## src/rtl/sata_link_supervisor_pkg.sv

```systemverilog
// -----------------------------------------------------------------------------
// sata_link_supervisor_pkg
//   Shared definitions for the SATA link supervisor: state encodings, default
//   timing values and small saturating/shift helpers used by the top level.
// -----------------------------------------------------------------------------
package sata_link_supervisor_pkg;

  // Supervisor state encodings (also exported on sup_state for debug).
  typedef enum logic [2:0] {
    SUP_IDLE    = 3'd0,
    SUP_HOLD    = 3'd1,
    SUP_TRAIN   = 3'd2,
    SUP_LINKED  = 3'd3,
    SUP_BACKOFF = 3'd4,
    SUP_FAILED  = 3'd5
  } sup_state_t;

  // Default timing values.
  localparam logic [31:0] SUP_HOLD_CYCLES   = 32'd64;
  localparam logic [31:0] SUP_TRAIN_TIMEOUT = 32'd2000000;
  localparam logic [31:0] SUP_BACKOFF_BASE  = 32'd1024;
  localparam logic [3:0]  SUP_MAX_RETRIES   = 4'd8;
  localparam logic [7:0]  SUP_ERR_LIMIT     = 8'd16;

  // Exponential backoff: base shifted by the retry count, shift capped at 7.
  // Bits shifted past bit 31 are intentionally lost.
  function automatic logic [31:0] backoff_cycles(input logic [31:0] base,
                                                 input logic [3:0]  retries);
    logic [2:0] sh;
    sh = (retries > 4'd7) ? 3'd7 : retries[2:0];
    return base << sh;
  endfunction

  function automatic logic [3:0] sat_inc4(input logic [3:0] v);
    return (v == 4'hF) ? v : v + 4'd1;
  endfunction

  function automatic logic [7:0] sat_inc8(input logic [7:0] v);
    return (v == 8'hFF) ? v : v + 8'd1;
  endfunction

endpackage

```

## src/rtl/sata_sup_timer.sv

```systemverilog
// -----------------------------------------------------------------------------
// sata_sup_timer
//   Loadable 32-bit down-counter that stops at zero.
//   Ports:
//     clk       : clock
//     rst       : asynchronous active-low reset (count -> 0)
//     load      : load load_val this cycle (takes priority over counting)
//     load_val  : value to load
//     zero      : count equals 0 in the current cycle
// -----------------------------------------------------------------------------
module sata_sup_timer (
  input  logic        clk,
  input  logic        rst,
  input  logic        load,
  input  logic [31:0] load_val,
  output logic        zero
);

  logic [31:0] count_reg;

  always_ff @(posedge clk or negedge rst) begin
    if (!rst) begin
      count_reg <= 32'd0;
    end else if (load) begin
      count_reg <= load_val;
    end else if (count_reg != 32'd0) begin
      count_reg <= count_reg - 32'd1;
    end
  end

  // Combinational so the FSM sees "reached 0" in the same cycle it happens.
  assign zero = (count_reg == 32'd0);

endmodule

```

## src/rtl/sata_link_supervisor.sv

```systemverilog
// -----------------------------------------------------------------------------
// sata_link_supervisor
//   Supervisory sequencer above the OOB controller. Holds the OOB controller in
//   reset until the platform is stable, gives it a bounded training window,
//   retries with exponential backoff up to a retry limit, and restarts training
//   when an established link drops or sees a burst of PHY errors.
//   Ports:
//     clk                : clock (same domain as the OOB controller)
//     rst                : asynchronous active-low reset
//     platform_ready     : PLL/DCM locked
//     user_reset_req     : one-cycle request for a full link re-init
//     oob_linkup         : linkup from the OOB controller
//     phy_error          : PHY decode/disparity error
//     oob_rst            : active-high reset to the OOB controller
//     oob_platform_ready : platform_ready to the OOB controller
//     link_up            : link usable
//     link_failed        : retries exhausted
//     link_lost          : one-cycle pulse when an established link drops
//     retry_count        : failed attempts since last success / user reset
//     sup_state          : state encoding, for debug
//   All outputs are registered from the state register, so each output
//   reflects a state the cycle after that state is entered.
// -----------------------------------------------------------------------------
module sata_link_supervisor
  import sata_link_supervisor_pkg::*;
#(
  parameter logic [31:0] HOLD_CYCLES   = SUP_HOLD_CYCLES,
  parameter logic [31:0] TRAIN_TIMEOUT = SUP_TRAIN_TIMEOUT,
  parameter logic [31:0] BACKOFF_BASE  = SUP_BACKOFF_BASE,
  parameter logic [3:0]  MAX_RETRIES   = SUP_MAX_RETRIES,
  parameter logic [7:0]  ERR_LIMIT     = SUP_ERR_LIMIT
) (
  input  logic       clk,
  input  logic       rst,
  input  logic       platform_ready,
  input  logic       user_reset_req,
  input  logic       oob_linkup,
  input  logic       phy_error,
  output logic       oob_rst,
  output logic       oob_platform_ready,
  output logic       link_up,
  output logic       link_failed,
  output logic       link_lost,
  output logic [3:0] retry_count,
  output logic [2:0] sup_state
);

  sup_state_t  state_reg, state_next;
  logic [3:0]  retry_reg, retry_next;
  logic [7:0]  err_reg, err_next;
  logic        lost_reg, lost_next;
  logic        timer_load;
  logic [31:0] timer_val;
  logic        timer_zero;

  sata_sup_timer u_timer (
    .clk      (clk),
    .rst      (rst),
    .load     (timer_load),
    .load_val (timer_val),
    .zero     (timer_zero)
  );

  // Next-state decisions. The timer load must happen in the same cycle as the
  // transition, so it is decided here alongside the state.
  always_comb begin
    state_next = state_reg;
    retry_next = retry_reg;
    err_next   = err_reg;
    lost_next  = 1'b0;
    timer_load = 1'b0;
    timer_val  = 32'd0;

    if (!platform_ready) begin
      state_next = SUP_IDLE;
      retry_next = 4'd0;
    end else if (user_reset_req && (state_reg != SUP_IDLE)) begin
      retry_next = 4'd0;
      timer_load = 1'b1;
      timer_val  = HOLD_CYCLES;
      state_next = SUP_HOLD;
    end else begin
      case (state_reg)
        SUP_IDLE: begin
          timer_load = 1'b1;
          timer_val  = HOLD_CYCLES;
          state_next = SUP_HOLD;
        end
        SUP_HOLD: begin
          if (timer_zero) begin
            timer_load = 1'b1;
            timer_val  = TRAIN_TIMEOUT;
            state_next = SUP_TRAIN;
          end
        end
        SUP_TRAIN: begin
          // Linkup wins over a coincident timeout.
          if (oob_linkup) begin
            retry_next = 4'd0;
            err_next   = 8'd0;
            state_next = SUP_LINKED;
          end else if (timer_zero) begin
            retry_next = sat_inc4(retry_reg);
            if (retry_reg == (MAX_RETRIES - 4'd1)) begin
              state_next = SUP_FAILED;
            end else begin
              // Backoff uses the count before this failure is added.
              timer_load = 1'b1;
              timer_val  = backoff_cycles(BACKOFF_BASE, retry_reg);
              state_next = SUP_BACKOFF;
            end
          end
        end
        SUP_LINKED: begin
          // Counts consecutive error cycles only; any clean cycle clears it.
          err_next = phy_error ? sat_inc8(err_reg) : 8'd0;
          if (!oob_linkup || (err_reg >= ERR_LIMIT)) begin
            lost_next  = 1'b1;
            timer_load = 1'b1;
            timer_val  = HOLD_CYCLES;
            state_next = SUP_HOLD;
          end
        end
        SUP_BACKOFF: begin
          if (timer_zero) begin
            timer_load = 1'b1;
            timer_val  = HOLD_CYCLES;
            state_next = SUP_HOLD;
          end
        end
        SUP_FAILED: begin
          // Left only through the global platform/user-reset paths above.
        end
        default: begin
          state_next = SUP_IDLE;
        end
      endcase
    end
  end

  // State, counters and registered outputs.
  always_ff @(posedge clk or negedge rst) begin
    if (!rst) begin
      state_reg          <= SUP_IDLE;
      retry_reg          <= 4'd0;
      err_reg            <= 8'd0;
      lost_reg           <= 1'b0;
      oob_rst            <= 1'b1;
      oob_platform_ready <= 1'b0;
      link_up            <= 1'b0;
      link_failed        <= 1'b0;
      link_lost          <= 1'b0;
      retry_count        <= 4'd0;
      sup_state          <= SUP_IDLE;
    end else begin
      state_reg <= state_next;
      retry_reg <= retry_next;
      err_reg   <= err_next;
      lost_reg  <= lost_next;

      // The OOB controller runs only while training or linked.
      oob_rst            <= !((state_reg == SUP_TRAIN) || (state_reg == SUP_LINKED));
      oob_platform_ready <= (state_reg != SUP_IDLE) && (state_reg <= SUP_FAILED);
      link_up            <= (state_reg == SUP_LINKED);
      link_failed        <= (state_reg == SUP_FAILED);
      // lost_reg is set on the LINKED->HOLD edge, so link_lost rises in the
      // same cycle link_up falls.
      link_lost          <= lost_reg;
      retry_count        <= retry_reg;
      sup_state          <= state_reg;
    end
  end

endmodule

```

## config.mk

```make
export PLATFORM = sky130hd
export DESIGN_NAME = sata_link_supervisor
export DESIGN_NICKNAME = d
export VERILOG_FILES = /design/src/rtl/sata_link_supervisor_pkg.sv /design/src/rtl/sata_sup_timer.sv /design/src/rtl/sata_link_supervisor.sv
export SDC_FILE = /design/constraint.sdc
export NUM_CORES = 1
export LEC_CHECK = 0
export CELL_PAD_IN_SITES_DETAIL_PLACEMENT = 0
export CELL_PAD_IN_SITES_GLOBAL_PLACEMENT = 1
export CORE_ASPECT_RATIO = 0.8
export CORE_UTILIZATION = 40
export DETAILED_ROUTE_END_ITERATION = 8
export PLACE_DENSITY = 0.74
export SYNTH_ARGS = -nofsm -noshare
export SYNTH_HDL_FRONTEND = slang
export SYNTH_SLANG_ARGS = --single-unit
```

## constraint.sdc

```tcl
create_clock -name clk -period 3 [get_ports clk]
set_input_delay 0.6 -clock clk [delete_from_list [all_inputs] [get_ports clk]]
set_output_delay 0.6 -clock clk [all_outputs]
set_load 0.01 [all_outputs]
```

==> summary.md <==
| Metric | Value |
|---|---|
| Post-synth design cell area | 3430 µm² |
| Compound-Gate Fraction of Synth Area | 19.5% |
| Number of setup buffers added after CTS | 0 |
| I/O pin count | 18 |
| Overall Power | 3.19 mW |
| Period utilisation layout | 89.9% |
| Drt pass-1 iters | 4 |
| Status | finished, final reports clean |
| Vias | 2834 |
| Die area | 8950 µm² |
| Gr ovfl total | 0 |
| Synthesized Nets | 379 |
| # hold bufs at CTS | 0 |
| First-pass GRT wire length | 13700 µm |
| Antenna Nets Post-Route | 0 |
| Synth top area share | 43.1% |
| Mapped Cells | 368 |
| Worst Path Max Fanout | 10 |
| Area grow syn2layout | 14.0% |
| Buf+Inv Stages, Crit Path | 0 |
| Synth top area cells | dfrtp_1, o21ai_0, a21oi_1, o31ai_1, or3_1 |
| Clk slew on worst S/H paths | 0.07 ns |
| Post-CTS sizing | 0 |
| Post-DR vias/cell | 5.67 |
| Maximum buffer depth of the clock tree | 2 |
| Number of synthesized flops with an enable pin | 0 |
| Die height | 84.8 µm |
| Pwr dens | 817 nW/µm² |
| Crit path kind | flop to flop |
| Startpoint Class | flop |
| Worst hold path class | primary input to async pin |
| Diodes inserted | 0 |
| Worst VDD drop | 0.356 mV |
| Largest register FFs | 32 |
| Drt total wl | 7780 µm |
| Crit. End Element | flop |
| Setup TNS | 0 ns |
| Fin Clk Skew | 0.00568 ns |
| #FFs+latches synth | 60 |
| Final worst path period need | 2.70 ns |
| Post-DP Area | 3690 µm² |
| DR WL/cell | 15.6 µm |
| GP Congestion | 0.881 |
| Top_reg_cell synth | dfrtp_1 |
| Overall Global Routing Usage | 19.5% |
| RSZ-0062 raised after global routing | no |
| R2R Setup Slk | 0.30 ns |
| Initial Utilization | 42.2% |
| Sink Count | 60 |
| Initial antenna violation count | 0 |
| CP delay by family, top | simple AND/OR/NAND/NOR gates |
| Nets@finish | 398 |
| Final setup viols | 0 |
| Mux cell area share after synthesis | 0% |
| Synth warn | 0 |
| Number of global-route vias before repair | 2705 |
| WP data arrival | 2.96 ns |
| Top cells by count, synth | dfrtp_1, o21ai_0, nor2_1 |
| Synth Area in Adders | 1.82% |
| Clk root buf | clkbuf_8 |
| Area fraction in and, or, nand and nor cells after synthesis | 24.9% |
| Sequential area share after synthesis | 43.8% |
| Post-synth ARST share | 100% |
| H-tree Lvls | 3 |
| Syn Area/Cell | 9.32 µm² |
| Yosys top cell by area | dfrtp_1 |
| Clk_lat worst skew | 0.34 ns |
| Max Slew Vio Count | 0 |
| Largest family of logic cells by synthesized area | simple AND/OR/NAND/NOR gates |
| DRC | 0 |
| Slew Limit Headroom | 53.4% |
| Leakage power | 1.60 nW |
| Maxcap violations | 0 |
| Cell Rows | 29 |
| Ordered cell list for the critical path | or4_4 > or4_4 > or2_0 > or4_4 > a21oi_2 |
| Detailed placement HPWL | 5390 µm |
| Synth Area in XOR/XNOR | 3.83% |
| Inserted Clock Buffers | 9 |
| CTS tree | yes |
| PortBufs | 17 |
| Tightest Pin Transition | 0.693 ns |
| Top-count cell post-synth | dfrtp_1 |
| Largest net degree at the start of global routing | 37 |
| Post-synth cell types | 56 |
| Worst path max stage delay | 0.59 ns |
| DRT iter0 DRCs | 152 |
| Fmax | 371 MHz |
| Share of cells above drive strength 1 | 15.1% |
| Chip Width | 106 µm |
| Slowest stage cell, crit path | or4_4 |
| Final hold violations | 0 |
| Top cell by count, worst path | or4_4 |
| Cell area after layout | 3910 µm² |
| CP required | 3.27 ns |
| Core box area | 8130 µm² |
==> through the flow <==
stage	setup slack (ns)	cells	utilization, %	hold WS [ns]
after floorplan	0.466	368	-	0.304
after global placement	0.349	484	45.4	0.333
after detailed placement	0.330	484	45.4	0.341
after CTS	0.318	500	48.1	0.263
after global routing	0.209	500	48.1	0.286
final	0.304	500	48.1	0.253
==> where the power goes <==
| part | switching, mW | internal [mW] |
|---|---|---|
| clock | 0.319 | 0.490 |
| sequential | 0.158 | 0.959 |
| combinational | 0.714 | 0.555 |
| total | 1.19 | 2.00 |
==> cell families after synthesis <==
| logic type | after synthesis |
|---|---|
| simple gates | 146 |
| compound gates | 104 |
| flops | 60 |
| buf+inv | 38 |
| xor+xnor | 15 |
| fa+ha+maj | 5 |
==> layer usage <==
metal	vias up	share of wire (%)	track usage (%)
met1	1380	53	28.9
met4	0	0.85	6.31
met2	42	43	27.8
met5	-	0	0
met3	6	3.8	4.74
li1	1406	-	-
==> layout make-up <==
class                           count  area, µm²
Fill cell                         793       4220
Multi-Input combinational cell    270       1720
Sequential cell                    60       1500
Timing Repair Buffer               32        278
Clock buffer                       12        145
Tap cell                          108        135
Clock inverter                      4       72.6
Inverter                           14       52.6
==> path summary, 6_finish.rpt <==
| path | from | end | cells after the start |
|---|---|---|---|
| setup / recovery | u_timer.count_reg[2] | u_timer.count_reg[31] | 5 |
| hold / removal | rst | link_up | 2 |
| setup reg to reg | u_timer.count_reg[2] | u_timer.count_reg[31] | 5 |
| hold reg to reg | lost_reg | link_lost | 0 |
| max in group asynchronous | rst | u_timer.count_reg[10] | 2 |
| min in group clk | lost_reg | link_lost | 0 |
==> cells in the final DEF, fill, tap and decap left out, drive strengths merged, types with 7 or more instances in the layout <==
| cell | n |
|---|---|
| buf | 16 |
| dfrtp | 59 |
| or4 | 15 |
| nor2 | 24 |
| a21oi | 28 |
| xnor2 | 11 |
| nor4 | 7 |
| nand3 | 13 |
| nand2 | 20 |
| o21ai | 29 |
| clkbuf | 12 |
| or3 | 17 |
| nor3 | 13 |
| o41ai | 7 |
| o31ai | 14 |
| or2 | 9 |
| inv | 14 |
| clkdlybuf4s50 | 16 |
==> worst reg2reg max path: stages, from the launching register on <==
cell	delay [ns]
dfrtp_1	0.42
or4_4	0.59
or4_4	0.50
or2_0	0.42
or4_4	0.56
a21oi_2	0.14
Power figures use the tool's default switching activity.
